### src/rtl/sprite_pkg.sv
// Shared types and width helpers for the per-scanline sprite renderer.
package sprite_pkg;

    // Line-processing states, in the order a normal line walks through them.
    typedef enum logic [2:0] {
        IDLE,
        REG_POS,
        ACTIVE,
        WAIT_POS,
        SPR_LINE,
        DONE
    } sprite_state_t;

    // Sprite ROM address width for a WIDTH x HEIGHT sprite.
    function automatic int addr_width(input int width, input int height);
        return (width * height > 1) ? $clog2(width * height) : 1;
    endfunction

    // Counter width able to hold 0..n-1, never narrower than one bit.
    function automatic int cnt_width(input int n);
        return (n > 1) ? $clog2(n) : 1;
    endfunction

endpackage

### src/rtl/sprite_line_draw.sv
// Per-scanline sprite renderer: decides whether the current line crosses the
// sprite, then walks the ROM row while the beam crosses the sprite columns.
module sprite_line_draw
    import sprite_pkg::*;
#(
    parameter int WIDTH   = 8,
    parameter int HEIGHT  = 8,
    parameter int SCALE_X = 1,
    parameter int SCALE_Y = 1,
    parameter int COLRW   = 4,
    parameter int CORDW   = 16,
    localparam int ADDRW  = addr_width(WIDTH, HEIGHT)
) (
    input  logic                    clk,
    input  logic                    rst_n,
    input  logic                    start,
    input  logic                    oe,
    input  logic signed [CORDW-1:0] sx,
    input  logic signed [CORDW-1:0] sy,
    input  logic signed [CORDW-1:0] sprx,
    input  logic signed [CORDW-1:0] spry,
    output logic [ADDRW-1:0]        rom_addr,
    input  logic [COLRW-1:0]        rom_data,
    output logic [COLRW-1:0]        pix,
    output logic                    drawing,
    output logic                    done
);

    // Scales and width are powers of two, so row/column maths are shifts.
    localparam int XSH    = $clog2(SCALE_X);
    localparam int YSH    = $clog2(SCALE_Y);
    localparam int WSH    = $clog2(WIDTH);
    localparam int LINE_H = HEIGHT * SCALE_Y;
    localparam int CW     = cnt_width(WIDTH);
    localparam int SW     = cnt_width(SCALE_X);

    sprite_state_t state, state_next;

    logic signed [CORDW-1:0] sprx_r;
    logic signed [CORDW-1:0] spry_r;
    logic [CW-1:0]           col_cnt;
    logic [SW-1:0]           scale_cnt;

    // One extra bit keeps the bottom-edge sum from wrapping near the top of the range.
    logic signed [CORDW:0]   sy_x;
    logic signed [CORDW:0]   top_x;
    logic signed [CORDW:0]   bot_x;
    logic [CORDW:0]          row_off;
    logic [ADDRW-1:0]        row_base;
    logic signed [CORDW-1:0] sprx_m1;
    logic                    line_hit;
    logic                    at_left;
    logic                    scale_wrap;
    logic                    last_px;

    assign sy_x     = {sy[CORDW-1], sy};
    assign top_x    = {spry_r[CORDW-1], spry_r};
    assign bot_x    = top_x + (CORDW+1)'(LINE_H);
    assign line_hit = (sy_x >= top_x) && (sy_x < bot_x);
    assign row_off  = sy_x - top_x;
    assign row_base = ADDRW'((row_off >> YSH) << WSH);

    assign sprx_m1    = sprx_r - CORDW'(1);
    assign at_left    = oe && (sx == sprx_m1);
    assign scale_wrap = (scale_cnt == SW'(SCALE_X - 1));
    assign last_px    = (col_cnt == CW'(WIDTH - 1)) && scale_wrap;

    // State register.
    always_ff @(posedge clk or negedge rst_n) begin
        // NOTE: sequential state uses non-blocking assignments so every register samples pre-edge values.
        if (!rst_n) state <= IDLE;
        else        state <= state_next;
    end

    // Next-state logic; start restarts the line from any state.
    always_comb begin
        // NOTE: default first so no path leaves state_next unassigned and infers a latch.
        state_next = state;
        if (start) begin
            state_next = REG_POS;
        end else begin
            case (state)
                IDLE:     state_next = IDLE;
                REG_POS:  state_next = ACTIVE;
                ACTIVE:   state_next = line_hit ? WAIT_POS : DONE;
                WAIT_POS: if (at_left) state_next = SPR_LINE;
                SPR_LINE: if (oe && last_px) state_next = DONE;
                DONE:     state_next = IDLE;
                default:  state_next = IDLE;
            endcase
        end
    end

    // Position latch, ROM address walk, counters and registered outputs.
    always_ff @(posedge clk or negedge rst_n) begin
        if (!rst_n) begin
            sprx_r    <= '0;
            spry_r    <= '0;
            rom_addr  <= '0;
            pix       <= '0;
            drawing   <= 1'b0;
            done      <= 1'b0;
            col_cnt   <= '0;
            scale_cnt <= '0;
        end else begin
            done <= (state_next == DONE);
            if (start) begin
                drawing <= 1'b0;
            end else begin
                case (state)
                    REG_POS: begin
                        sprx_r <= sprx;
                        spry_r <= spry;
                        if (oe) drawing <= 1'b0;
                    end
                    ACTIVE: begin
                        if (line_hit) rom_addr <= row_base;
                        if (oe) drawing <= 1'b0;
                    end
                    WAIT_POS: begin
                        col_cnt   <= '0;
                        scale_cnt <= '0;
                        if (oe) drawing <= 1'b0;
                    end
                    SPR_LINE: begin
                        if (oe) begin
                            pix     <= rom_data;
                            drawing <= 1'b1;
                            if (scale_wrap) begin
                                scale_cnt <= '0;
                                // The last column keeps its address so it never leaves the sprite.
                                if (!last_px) begin
                                    col_cnt  <= col_cnt + CW'(1);
                                    rom_addr <= rom_addr + ADDRW'(1);
                                end
                            end else begin
                                scale_cnt <= scale_cnt + SW'(1);
                            end
                        end
                    end
                    default: begin
                        if (oe) drawing <= 1'b0;
                    end
                endcase
            end
        end
    end

    // XSH is only meaningful through SCALE_X; keep it referenced for readers.
    logic unused_xsh;
    assign unused_xsh = (XSH < 0);

endmodule
### config.mk
export PLATFORM = sky130hd
export DESIGN_NAME = sprite_line_draw
export DESIGN_NICKNAME = d
export VERILOG_FILES = /design/src/rtl/sprite_pkg.sv /design/src/rtl/sprite_line_draw.sv
export SDC_FILE = /design/constraint.sdc
export NUM_CORES = 1
export LEC_CHECK = 0
export ABC_AREA = 1
export BUFFER_PORTS_ARGS = -buffer_cell sky130_fd_sc_hd__clkbuf_2
export CAP_MARGIN = 0
export CORE_UTILIZATION = 55
export CTS_CLUSTER_DIAMETER = 150
export DETAILED_ROUTE_END_ITERATION = 8
export PLACE_DENSITY = 0.81
export SETUP_SLACK_MARGIN = 0.1
export SLEW_MARGIN = 40
export SYNTH_ARGS = -nofsm -noshare
export SYNTH_HDL_FRONTEND = slang
export SYNTH_SLANG_ARGS = --single-unit
### constraint.sdc
create_clock -name clk -period 6.19 [get_ports clk]
set_clock_uncertainty 0.15 [all_clocks]
set_input_delay 1.238 -clock clk [delete_from_list [all_inputs] [get_ports clk]]
set_output_delay 1.238 -clock clk [all_outputs]
set_load 0.005 [all_outputs]
==> tab_implementation.tex, run 1 <==
\begin{tabular}{lr}
\hline
Metric & Value \\
\hline
\multicolumn{2}{l}{\textbf{STA}} \\
Relative slew margins & 0.553 \\
Hold Fails Final Rpt & 0 \\
Final critical-path share of the clock period & 0.532 \\
RSZ-0062 raised after global routing & false \\
Final total negative setup slack & 0 ns \\
Final max-slew violation count & 0 \\
Number of setup violations in the final report & 0 \\
Slew @ Worst Pin & 0.671 ns \\
Maximum clock frequency & 0.304 GHz \\
Setup slack of the critical path after layout & 2.90 ns \\
Clock period minus worst slack & 3.29 ns \\
\multicolumn{2}{l}{\textbf{Floorplan}} \\
Initial core utilization & 0.569 \\
Count of boundary I/O pins & 84 \\
Die ar. & 7370 µm² \\
Die outline height & 85.8 µm \\
Row Count & 30 \\
CORE AREA & 6790 µm² \\
Horizontal extent of the die & 85.8 µm \\
\multicolumn{2}{l}{\textbf{Placement}} \\
Total of buffers placed on input and output ports & 83 \\
Detailed Place HPWL & 6650 µm \\
Final estimated routing congestion in global placement & 0.857 \\
Total placed instance area & 4380 µm² \\
Post-placement setup slack & 2.75 ns \\
\multicolumn{2}{l}{\textbf{Drt}} \\
Vias post-DR & 3451 \\
Routed length per placed instance & 12.2 µm \\
Total length of routed wires & 8340 µm \\
Routed Antenna Nets & 0 \\
DR pass1 iterations & 4 \\
Vias per cell & 5.04 \\
Residual DRC & 0 \\
Violation count after the first detailed-route iteration & 121 \\
\multicolumn{2}{l}{\textbf{Cells and area}} \\
Post-layout net count & 697 \\
Leading cell types in the layout, fill and taps excluded & 116 x sky130\_fd\_sc\_hd\_\_nand2\_1, 83 x sky130\_fd\_sc\_hd\_\_clkbuf\_2, 60 x sky130\_fd\_sc\_hd\_\_nor2\_1 \\
P\&R area growth vs syn & 16.5\% \\
Total non-filler cell area in the finished layout & 4500 µm² \\
Antenna fix cells & 0 \\
Proportion of layout cells with a drive suffix above 1 & 0.253 \\
Most common library cell in the layout ignoring fill and taps & sky130\_fd\_sc\_hd\_\_nand2\_1 \\
\multicolumn{2}{l}{\textbf{Synth}} \\
Mean instance size in the synthesized netlist & 7.65 µm² \\
Sequential element share of the synthesized area & 0.324 \\
Number of standard cells after synthesis & 505 \\
Register bit total from synthesis & 50 \\
Synthesized netlist net count & 614 \\
Cell accounting for the most synthesized area & sky130\_fd\_sc\_hd\_\_dfrtp\_1 \\
Cells taking the most area after synthesis & sky130\_fd\_sc\_hd\_\_dfrtp\_1 32\%, sky130\_fd\_sc\_hd\_\_ha\_1 12\%, sky130\_fd\_sc\_hd\_\_nand2\_1 11\% \\
Library cells used by synthesis & 37 \\
Warnings from Yosys & 0 \\
Proportion of netlist area held by the largest area contributor & 0.324 \\
Cell Area, Synth & 3860 µm² \\
\multicolumn{2}{l}{\textbf{Global routing}} \\
Number of global-route vias before repair & 3460 \\
Total Routing Usage GR & 0.241 \\
Leftover overflow at the end of global routing & 0 \\
Pin count of the biggest net entering global routing & 57 \\
Antenna violations before repair & 0 \\
Wire length of the first global-routing pass & 14200 µm \\
\multicolumn{2}{l}{\textbf{Critical path}} \\
Critical Path Source & spry\_r[3] \\
Worst endpoint required time & 6.24 ns \\
Most used cell along the critical path & sky130\_fd\_sc\_hd\_\_nor2\_1 \\
Category of the critical setup timing path & reg -> reg \\
Arr. time, crit path & 3.35 ns \\
Critical path's largest stage delay & 0.45 ns \\
Cell chain of the critical path & nand3\_1 > nor2\_1 > nand2\_1 > nor2\_1 > inv\_1 > nor3\_2 > nand3\_1 > xor2\_1 > ha\_1 > a21oi\_1 > nor2\_1 > nor2\_1 > nand3\_1 > nor2\_1 > nand2\_1 > nand2\_1 > nand3\_2 > nand2\_2 > nand3\_2 > nand2\_1 > o21ai\_2 \\
Startpoint type of the worst setup path & flop \\
Max stage delay cell, worst path & sky130\_fd\_sc\_hd\_\_dfrtp\_1 \\
Worst Setup End Kind & flop \\
Crit-path max FO & 12 \\
Critical register-to-register path startpoint & spry\_r[3] \\
\multicolumn{2}{l}{\textbf{Power and ir drop}} \\
Worst vdd ir & 0.158 mV \\
P per Cell Area & 314 nW/µm² \\
Leakage power figure & 2.47 nW \\
\multicolumn{2}{l}{\textbf{Clock tree}} \\
TritonCTS clock tree & yes \\
Num Clock Sinks & 50 \\
Total number of H-tree levels & 2 \\
Root Buffer Master & sky130\_fd\_sc\_hd\_\_clkbuf\_8 \\
Hold-fix buffers at CTS & 0 \\
Inserted Clock Buffers & 5 \\
Number of buffers on the longest clock path & 2 \\
Post CTS Setup Buffer Count & 0 \\
Quantity of gates resized following cts & 0 \\
Clock slew at reported path FFs & 0.10 ns \\
Insertion delay to the later sink of the worst-skew pair & 0.31 ns \\
\multicolumn{2}{l}{\textbf{Job}} \\
Number of maximum-capacitance violations & 0 \\
\multicolumn{2}{l}{\textbf{Min path}} \\
Worst Min Path Start & col\_cnt[1] \\
Class of the most critical hold timing path & reg -> reg \\
\multicolumn{2}{l}{\textbf{Outcome}} \\
Run status & complete, no violations \\
\hline
\end{tabular}
[per-stage QoR]
step	util	hold WS [ns]	total power, W	instances
6_report	0.663	0.353	0.00141	685
5_1_grt	0.663	0.380	0.00154	685
4_1_cts	0.663	0.358	0.00142	685
3_5_place_dp	0.645	0.333	0.00117	677
3_3_place_gp	0.644	0.323	0.00112	677
2_1_floorplan	-	0.307	0.000988	505
[report_power, final]
group	internal, W	leakage (nW)	switching, W
clock	0.000133	0.0618	0.000118
sequential	0.000412	0.594	0.0000854
combinational	0.000279	1.82	0.000385
total	0.000824	2.47	0.000588
[per-layer routing]
layer | track usage | wire length (µm)
met1 | 0.272 | 3600
met2 | 0.478 | 4370
met3 | 0.0279 | 300
met4 | 0.0576 | 64
met5 | 0 | 0
[sequential cells by signal (all words and copies together) (netlist names)]
signal and flops:
sprx_r 16, spry_r 16, rom_addr 6, pix 4, col_cnt 3, state 3, done 1, drawing 1
[cell families after synthesis]
| family | Yosys count | share of synthesized area |
|---|---|---|
| AND/OR/NAND/NOR | 248 | 0.300 |
| adder cells (fa/ha/maj) | 37 | 0.122 |
| AO/OA/AOI/OAI | 59 | 0.0845 |
| buffers and inverters | 72 | 0.0722 |
| XOR/XNOR | 27 | 0.0631 |
| multiplexers | 12 | 0.0350 |
| flip-flops | 50 | 0.324 |
[critical path: cells and delay by family (launching register included)]
| kind | cells | cell delay (ns) |
|---|---|---|
| buffers and inverters | 1 | 0.09 |
| AOI/OAI and AO/OA | 2 | 0.22 |
| xor gates and xnor gates | 1 | 0.17 |
| adders and majority gates | 1 | 0.30 |
| and+or+nand+nor | 16 | 1.80 |
| DFF | 1 | 0.45 |
[layout make-up]
type / instances / area [µm²]
clock buffer: 6 / 82.6
clock inverter: 2 / 38.8
fill: 594 / 2290
inverter: 64 / 240
multi-input combinational: 383 / 2350
sequential: 50 / 1250
tap: 96 / 120
timing repair buffer: 84 / 423
[cells in the mapped netlist, drive strengths merged]
library cell  count
fa                1
ha               36
nand4             4
inv              63
nand3            32
a31oi             1
buf               2
dfrtp            50
o21a              1
a21oi            36
o21ai            19
nand2           124
xor2             17
or2               2
nor3              8
clkinv            1
o21bai            1
nand3b            8
clkbuf            6
nor4              1
xnor2            10
a21o              1
mux2             12
nor2             69
[worst paths after layout]
check	endpoint	slack [ns]	cells after the start
min in group asynchronous	spry_r[7]	0.88	2
hold / removal	col_cnt[1]	0.35	2
hold reg to reg	col_cnt[1]	0.35	2
setup reg to reg	rom_addr[2]	2.90	21
setup / recovery	rom_addr[2]	2.90	21
max in group asynchronous	sprx_r[7]	4.55	2
(Power assumes the default switching activity.)
==> run 2: changes to the inputs <==
Settings changed: CORE_UTILIZATION 55 to 50, PLACE_DENSITY 0.81 to 0.77.
Clock period 6.19 ns to 2.88 ns, I/O delays scaled along.
==> tab_implementation.tex, run 2 (same netlist as run 1, synthesis figures left out) <==
\begin{tabular}{lr}
\hline
Metric & Value \\
\hline
\multicolumn{2}{l}{\textbf{Clock tree}} \\
Insertion delay to the later sink of the worst-skew pair & 0.31 ns \\
Inserted Clock Buffers & 5 \\
Hold-fix buffers at CTS & 0 \\
Total number of H-tree levels & 2 \\
Number of buffers on the longest clock path & 2 \\
Root Buffer Master & sky130\_fd\_sc\_hd\_\_clkbuf\_8 \\
TritonCTS clock tree & yes \\
Clock slew at reported path FFs & 0.10 ns \\
Num Clock Sinks & 50 \\
\multicolumn{2}{l}{\textbf{Critical path}} \\
Crit-path max FO & 12 \\
Worst path buffer plus inverter count & 3 \\
Worst Setup End Kind & flop \\
R2R setup slack & -0.14 ns \\
Worst endpoint required time & 2.94 ns \\
Cell chain of the critical path & nand3\_2 > nor2\_2 > nand2\_1 > nor2\_1 > inv\_1 > nor3\_2 > buf\_4 > xor2\_2 > ha\_1 > nand2\_1 > nor2\_1 > nand2\_2 > nor3\_2 > nor2\_1 > nand3b\_1 > nand3\_2 > nand2\_2 > nand3\_2 > buf\_12 > nand2\_2 > o21ai\_2 \\
Critical path's largest stage delay & 0.38 ns \\
Category of the critical setup timing path & reg -> reg \\
Capture point of the worst path & rom\_addr[2] \\
WP depth & 21 \\
Arr. time, crit path & 3.08 ns \\
Critical register-to-register path startpoint & spry\_r[5] \\
Cell count of the worst reg-to-reg path & 21 \\
Max stage delay cell, worst path & sky130\_fd\_sc\_hd\_\_dfrtp\_1 \\
Startpoint type of the worst setup path & flop \\
FF-to-FF End & rom\_addr[2] \\
Critical Path Source & spry\_r[5] \\
Cell family contributing the most delay on the critical path & simple AND/OR/NAND/NOR gates \\
\multicolumn{2}{l}{\textbf{Cells and area}} \\
Largest registers & sprx\_r (16), spry\_r (16), rom\_addr (6) \\
P\&R area growth vs syn & 20.2\% \\
Proportion of layout cells with a drive suffix above 1 & 0.290 \\
Post-layout net count & 709 \\
Area used by multi-input combinational logic & 2390 µm² \\
Leading cell types in the layout, fill and taps excluded & 110 x sky130\_fd\_sc\_hd\_\_nand2\_1, 83 x sky130\_fd\_sc\_hd\_\_clkbuf\_2, 59 x sky130\_fd\_sc\_hd\_\_nor2\_1 \\
Most common library cell in the layout ignoring fill and taps & sky130\_fd\_sc\_hd\_\_nand2\_1 \\
Fill count & 666 \\
Antenna fix cells & 0 \\
Final Util & 0.630 \\
Sequential Area & 1250 µm² \\
\multicolumn{2}{l}{\textbf{Outcome}} \\
Run status & complete, but fails checks \\
Violated checks & setup timing \\
\multicolumn{2}{l}{\textbf{STA}} \\
Slew @ Worst Pin & 0.496 ns \\
Clock period minus worst slack & 3.02 ns \\
Final total negative setup slack & -0.787 ns \\
Final critical-path share of the clock period & 1.05 \\
Number of setup violations in the final report & 6 \\
Worst hold slack across all endpoints & 0.0482 ns \\
Setup slack of the critical path after layout & -0.138 ns \\
Maximum clock frequency & 0.331 GHz \\
Final max-slew violation count & 0 \\
RSZ-0062 raised after global routing & true \\
Relative slew margins & 0.667 \\
Hold Fails Final Rpt & 0 \\
\multicolumn{2}{l}{\textbf{Drt}} \\
DR pass1 iterations & 4 \\
Routed Antenna Nets & 0 \\
Residual DRC & 0 \\
Vias post-DR & 3483 \\
Vias per cell & 4.98 \\
Violation count after the first detailed-route iteration & 100 \\
Routed length per placed instance & 12.1 µm \\
Total length of routed wires & 8460 µm \\
\multicolumn{2}{l}{\textbf{Floorplan}} \\
Row Count & 31 \\
Die ar. & 8090 µm² \\
Initial core utilization & 0.524 \\
Horizontal extent of the die & 89.9 µm \\
Die outline height & 89.9 µm \\
CORE AREA & 7370 µm² \\
Count of boundary I/O pins & 84 \\
\multicolumn{2}{l}{\textbf{Power and ir drop}} \\
Leakage power figure & 2.54 nW \\
Worst vdd ir & 0.288 mV \\
P per Cell Area & 670 nW/µm² \\
Power Total & 0.00311 W \\
\multicolumn{2}{l}{\textbf{Placement}} \\
Final estimated routing congestion in global placement & 0.908 \\
Post-placement setup slack & -0.0815 ns \\
Total of buffers placed on input and output ports & 83 \\
Detailed Place HPWL & 6800 µm \\
\multicolumn{2}{l}{\textbf{Job}} \\
Number of maximum-capacitance violations & 0 \\
\multicolumn{2}{l}{\textbf{Global routing}} \\
Total Routing Usage GR & 0.220 \\
Wire length of the first global-routing pass & 14600 µm \\
Antenna violations before repair & 0 \\
Pin count of the biggest net entering global routing & 35 \\
Leftover overflow at the end of global routing & 0 \\
Number of global-route vias before repair & 3420 \\
\multicolumn{2}{l}{\textbf{Min path}} \\
Class of the most critical hold timing path & in -> async \\
\hline
\end{tabular}
-- run 2: per-stage QoR --
stage / cell area (µm²) / std cells
floorplan: 3870 / 505
global placement: 4460 / 689
detailed placement: 4460 / 689
CTS: 4610 / 699
global route: 4650 / 700
finish: 4650 / 700
-- run 2: worst min-delay path by stage --
stage	from	to	cells past startpoint
finish	rst_n	spry_r[0]	1
global route	rst_n	spry_r[0]	1
CTS	rst_n	spry_r[0]	1
detailed placement	pix[0]	pix[0]	1
global placement	col_cnt[1]	col_cnt[1]	2
floorplan	rst_n	col_cnt[0]	0
-- run 2: layout make-up --
class / count / share of cell area
well taps: 99 / 0.0267
inverters: 64 / 0.0517
flip-flops and latches: 50 / 0.269
clock inverters: 3 / 0.0105
clock buffers: 5 / 0.0148
multi-input cells: 383 / 0.514
repair buffers: 96 / 0.113
-- run 2: layer usage --
layer	share of wire	vias to the layer above	global-route usage
met5	0	-	0
met4	0.014	0	0.0645
met3	0.038	11	0.0406
met2	0.51	81	0.406
met1	0.43	1575	0.258
li1	-	1816	-
-- run 2: power breakdown --
part,internal [W],switching [W]
Combinational,0.000664,0.000878
Sequential,0.000885,0.000166
Clock,0.000265,0.000256
-- run 2: repair_timing --
action | in CTS | in global routing
endpoints found under the setup margin | 8 | 9
resized for setup | 5 | 8
pin swaps | 2 | 3
setup buffers | 2 | 1
==> run 3: changes to the inputs <==
Settings changed: CORE_UTILIZATION 50 to 55, PLACE_DENSITY 0.77 to 0.81.
Clock period 2.88 ns to 2.9 ns, I/O delays scaled along.
==> tab_implementation.tex, run 3 (same netlist as run 1, synthesis figures left out) <==
\begin{tabular}{lr}
\hline
Metric & Value \\
\hline
\multicolumn{2}{l}{\textbf{Critical path}} \\
Worst Setup End Kind & flop \\
R2R setup slack & -0.09 ns \\
Capture point of the worst path & state[2] \\
Crit-path max FO & 2 \\
Cell count of the worst reg-to-reg path & 22 \\
FF-to-FF End & state[2] \\
Category of the critical setup timing path & reg -> reg \\
Critical Path Source & spry\_r[3] \\
Worst endpoint required time & 2.97 ns \\
Arr. time, crit path & 3.06 ns \\
Critical register-to-register path startpoint & spry\_r[3] \\
Startpoint type of the worst setup path & flop \\
\multicolumn{2}{l}{\textbf{Clock tree}} \\
Inserted Clock Buffers & 5 \\
Root Buffer Master & sky130\_fd\_sc\_hd\_\_clkbuf\_8 \\
Hold-fix buffers at CTS & 0 \\
Clock slew at reported path FFs & 0.10 ns \\
TritonCTS clock tree & yes \\
Total number of H-tree levels & 2 \\
Num Clock Sinks & 50 \\
Insertion delay to the later sink of the worst-skew pair & 0.31 ns \\
Number of buffers on the longest clock path & 2 \\
\multicolumn{2}{l}{\textbf{STA}} \\
Maximum clock frequency & 0.335 GHz \\
Setup slack of the critical path after layout & -0.0871 ns \\
Final total negative setup slack & -0.536 ns \\
Final critical-path share of the clock period & 1.03 \\
Final max-slew violation count & 0 \\
Clock period minus worst slack & 2.99 ns \\
Number of setup violations in the final report & 8 \\
Slew @ Worst Pin & 0.545 ns \\
Hold Fails Final Rpt & 0 \\
Relative slew margins & 0.637 \\
RSZ-0062 raised after global routing & true \\
\multicolumn{2}{l}{\textbf{Cells and area}} \\
Largest registers & sprx\_r (16), spry\_r (16), rom\_addr (6) \\
Fill count & 591 \\
Final Util & 0.683 \\
P\&R area growth vs syn & 20.1\% \\
Proportion of layout cells with a drive suffix above 1 & 0.282 \\
Antenna fix cells & 0 \\
Most common library cell in the layout ignoring fill and taps & sky130\_fd\_sc\_hd\_\_nand2\_1 \\
Post-layout net count & 711 \\
Leading cell types in the layout, fill and taps excluded & 113 x sky130\_fd\_sc\_hd\_\_nand2\_1, 83 x sky130\_fd\_sc\_hd\_\_clkbuf\_2, 60 x sky130\_fd\_sc\_hd\_\_nor2\_1 \\
\multicolumn{2}{l}{\textbf{Drt}} \\
Routed length per placed instance & 12.0 µm \\
Total length of routed wires & 8370 µm \\
Residual DRC & 0 \\
Vias post-DR & 3463 \\
DR pass1 iterations & 4 \\
Violation count after the first detailed-route iteration & 169 \\
Routed Antenna Nets & 0 \\
Vias per cell & 4.95 \\
\multicolumn{2}{l}{\textbf{Global routing}} \\
Number of global-route vias before repair & 3467 \\
Leftover overflow at the end of global routing & 0 \\
Wire length of the first global-routing pass & 14500 µm \\
Most Crowded Layer GR & met2 \\
Pin count of the biggest net entering global routing & 57 \\
Met2 track utilization from global routing & 0.476 \\
Total Routing Usage GR & 0.249 \\
GR met3 Demand/Resource & 0.0452 \\
Grt met1 use & 0.281 \\
Antenna violations before repair & 0 \\
\multicolumn{2}{l}{\textbf{Placement}} \\
Final estimated routing congestion in global placement & 0.879 \\
Total of buffers placed on input and output ports & 83 \\
Detailed Place HPWL & 6720 µm \\
\multicolumn{2}{l}{\textbf{Floorplan}} \\
Row Count & 30 \\
Die ar. & 7370 µm² \\
CORE AREA & 6790 µm² \\
Initial core utilization & 0.569 \\
Die outline height & 85.8 µm \\
Count of boundary I/O pins & 84 \\
Horizontal extent of the die & 85.8 µm \\
\multicolumn{2}{l}{\textbf{Power and ir drop}} \\
P\_sw & 0.00128 W \\
Worst vdd ir & 0.342 mV \\
Share of total power consumed by net switching & 0.413 \\
Sequential cell fraction of total power & 0.338 \\
Internal & 0.00182 W \\
P per Cell Area & 666 nW/µm² \\
Comb pwr share & 0.490 \\
Clk pwr share & 0.173 \\
Leakage power figure & 2.55 nW \\
\multicolumn{2}{l}{\textbf{Outcome}} \\
Violated checks & setup timing \\
Run status & complete, but fails checks \\
\multicolumn{2}{l}{\textbf{Job}} \\
Number of maximum-capacitance violations & 0 \\
\multicolumn{2}{l}{\textbf{Min path}} \\
Class of the most critical hold timing path & in -> async \\
\hline
\end{tabular}
-- run 3: cell count changes in the layout (fill, tap and decap cells not counted), moves of 2 or more --
cell	previous run	this run
sky130_fd_sc_hd__nand2_1	110	113
sky130_fd_sc_hd__nand2_2	14	11
sky130_fd_sc_hd__buf_6	0	2
sky130_fd_sc_hd__nand3_2	9	7
-- run 3: layer usage --
layer | routed length [µm] | up-vias | share of wire
li1 | - | 1808 | -
met1 | 3540 | 1575 | 0.42
met2 | 4380 | 67 | 0.52
met3 | 303 | 13 | 0.036
met4 | 150 | 0 | 0.018
met5 | 0 | - | 0
-- run 3: critical path, stage by stage, from the launching register on --
cell and delay (ns):
sky130_fd_sc_hd__dfrtp_1 0.37, sky130_fd_sc_hd__nand3_2 0.10, sky130_fd_sc_hd__nor2_1 0.10, sky130_fd_sc_hd__nand2_1 0.07
sky130_fd_sc_hd__nor2_1 0.09, sky130_fd_sc_hd__inv_1 0.06, sky130_fd_sc_hd__nor3_2 0.13, sky130_fd_sc_hd__nand3_1 0.14
sky130_fd_sc_hd__xor2_1 0.17, sky130_fd_sc_hd__ha_1 0.31, sky130_fd_sc_hd__a21oi_2 0.16, sky130_fd_sc_hd__nor2_1 0.05
sky130_fd_sc_hd__nor2_1 0.08, sky130_fd_sc_hd__nand3_1 0.08, sky130_fd_sc_hd__nor2_1 0.14, sky130_fd_sc_hd__nand2_1 0.08
sky130_fd_sc_hd__nand2_2 0.07, sky130_fd_sc_hd__nand3_2 0.08, sky130_fd_sc_hd__nand2_2 0.10, sky130_fd_sc_hd__buf_4 0.12
sky130_fd_sc_hd__nand3_1 0.09, sky130_fd_sc_hd__nand2_2 0.11, sky130_fd_sc_hd__inv_1 0.04
-- run 3: how the worst min path moves through the flow --
stage                 end  slack [ns]  cells past startpoint
6_report       spry_r[12]         0.1                      2
2_1_floorplan  col_cnt[0]        0.13                      0
4_1_cts         sprx_r[8]        0.09                      2
5_1_grt        spry_r[12]        0.11                      2
3_3_place_gp   col_cnt[1]        0.33                      2
3_5_place_dp   col_cnt[2]        0.35                      2
-- run 3: through the flow --
| step | hold WS, ns | setup slack (ns) | total power, W | instance area [µm²] | std cells |
|---|---|---|---|---|---|
| floorplan | 0.134 | 0.101 | 0.00211 | 3860 | 505 |
| global placement | 0.326 | 0.0298 | 0.00246 | 4460 | 688 |
| detailed placement | 0.348 | -0.130 | 0.00252 | 4460 | 688 |
| CTS | 0.0948 | -0.0587 | 0.00308 | 4610 | 698 |
| global route | 0.111 | -0.421 | 0.00338 | 4640 | 699 |
| finish | 0.0967 | -0.0871 | 0.00309 | 4640 | 699 |
-- run 3: final cells by class --
| cell class | instances | area, µm² | share of cell area |
|---|---|---|---|
| clock buffer | 6 | 82.6 | 0.0178 |
| multi-input combinational | 383 | 2370 | 0.511 |
| tap | 96 | 120 | 0.0259 |
| clock inverter | 2 | 38.8 | 0.00835 |
| timing repair buffer | 98 | 536 | 0.115 |
| inverter | 64 | 240 | 0.0517 |
| sequential | 50 | 1250 | 0.269 |
-- run 3: power groups by stage --
stage | Clock [W] | Sequential (W) | Combinational, W
finish | 0.000534 | 0.00104 | 0.00151
global route | 0.000572 | 0.00107 | 0.00174
CTS | 0.000546 | 0.00104 | 0.00149
detailed placement | 0 | 0.00105 | 0.00147
global placement | 0 | 0.00105 | 0.00141
floorplan | 0 | 0.00104 | 0.00107
-- run 3: timing repair --
action	in CTS	in global routing
setup buffers	2	1
cloned	0	0
pin swaps	1	3
resized for setup	5	5
setup endpoints to repair	8	9
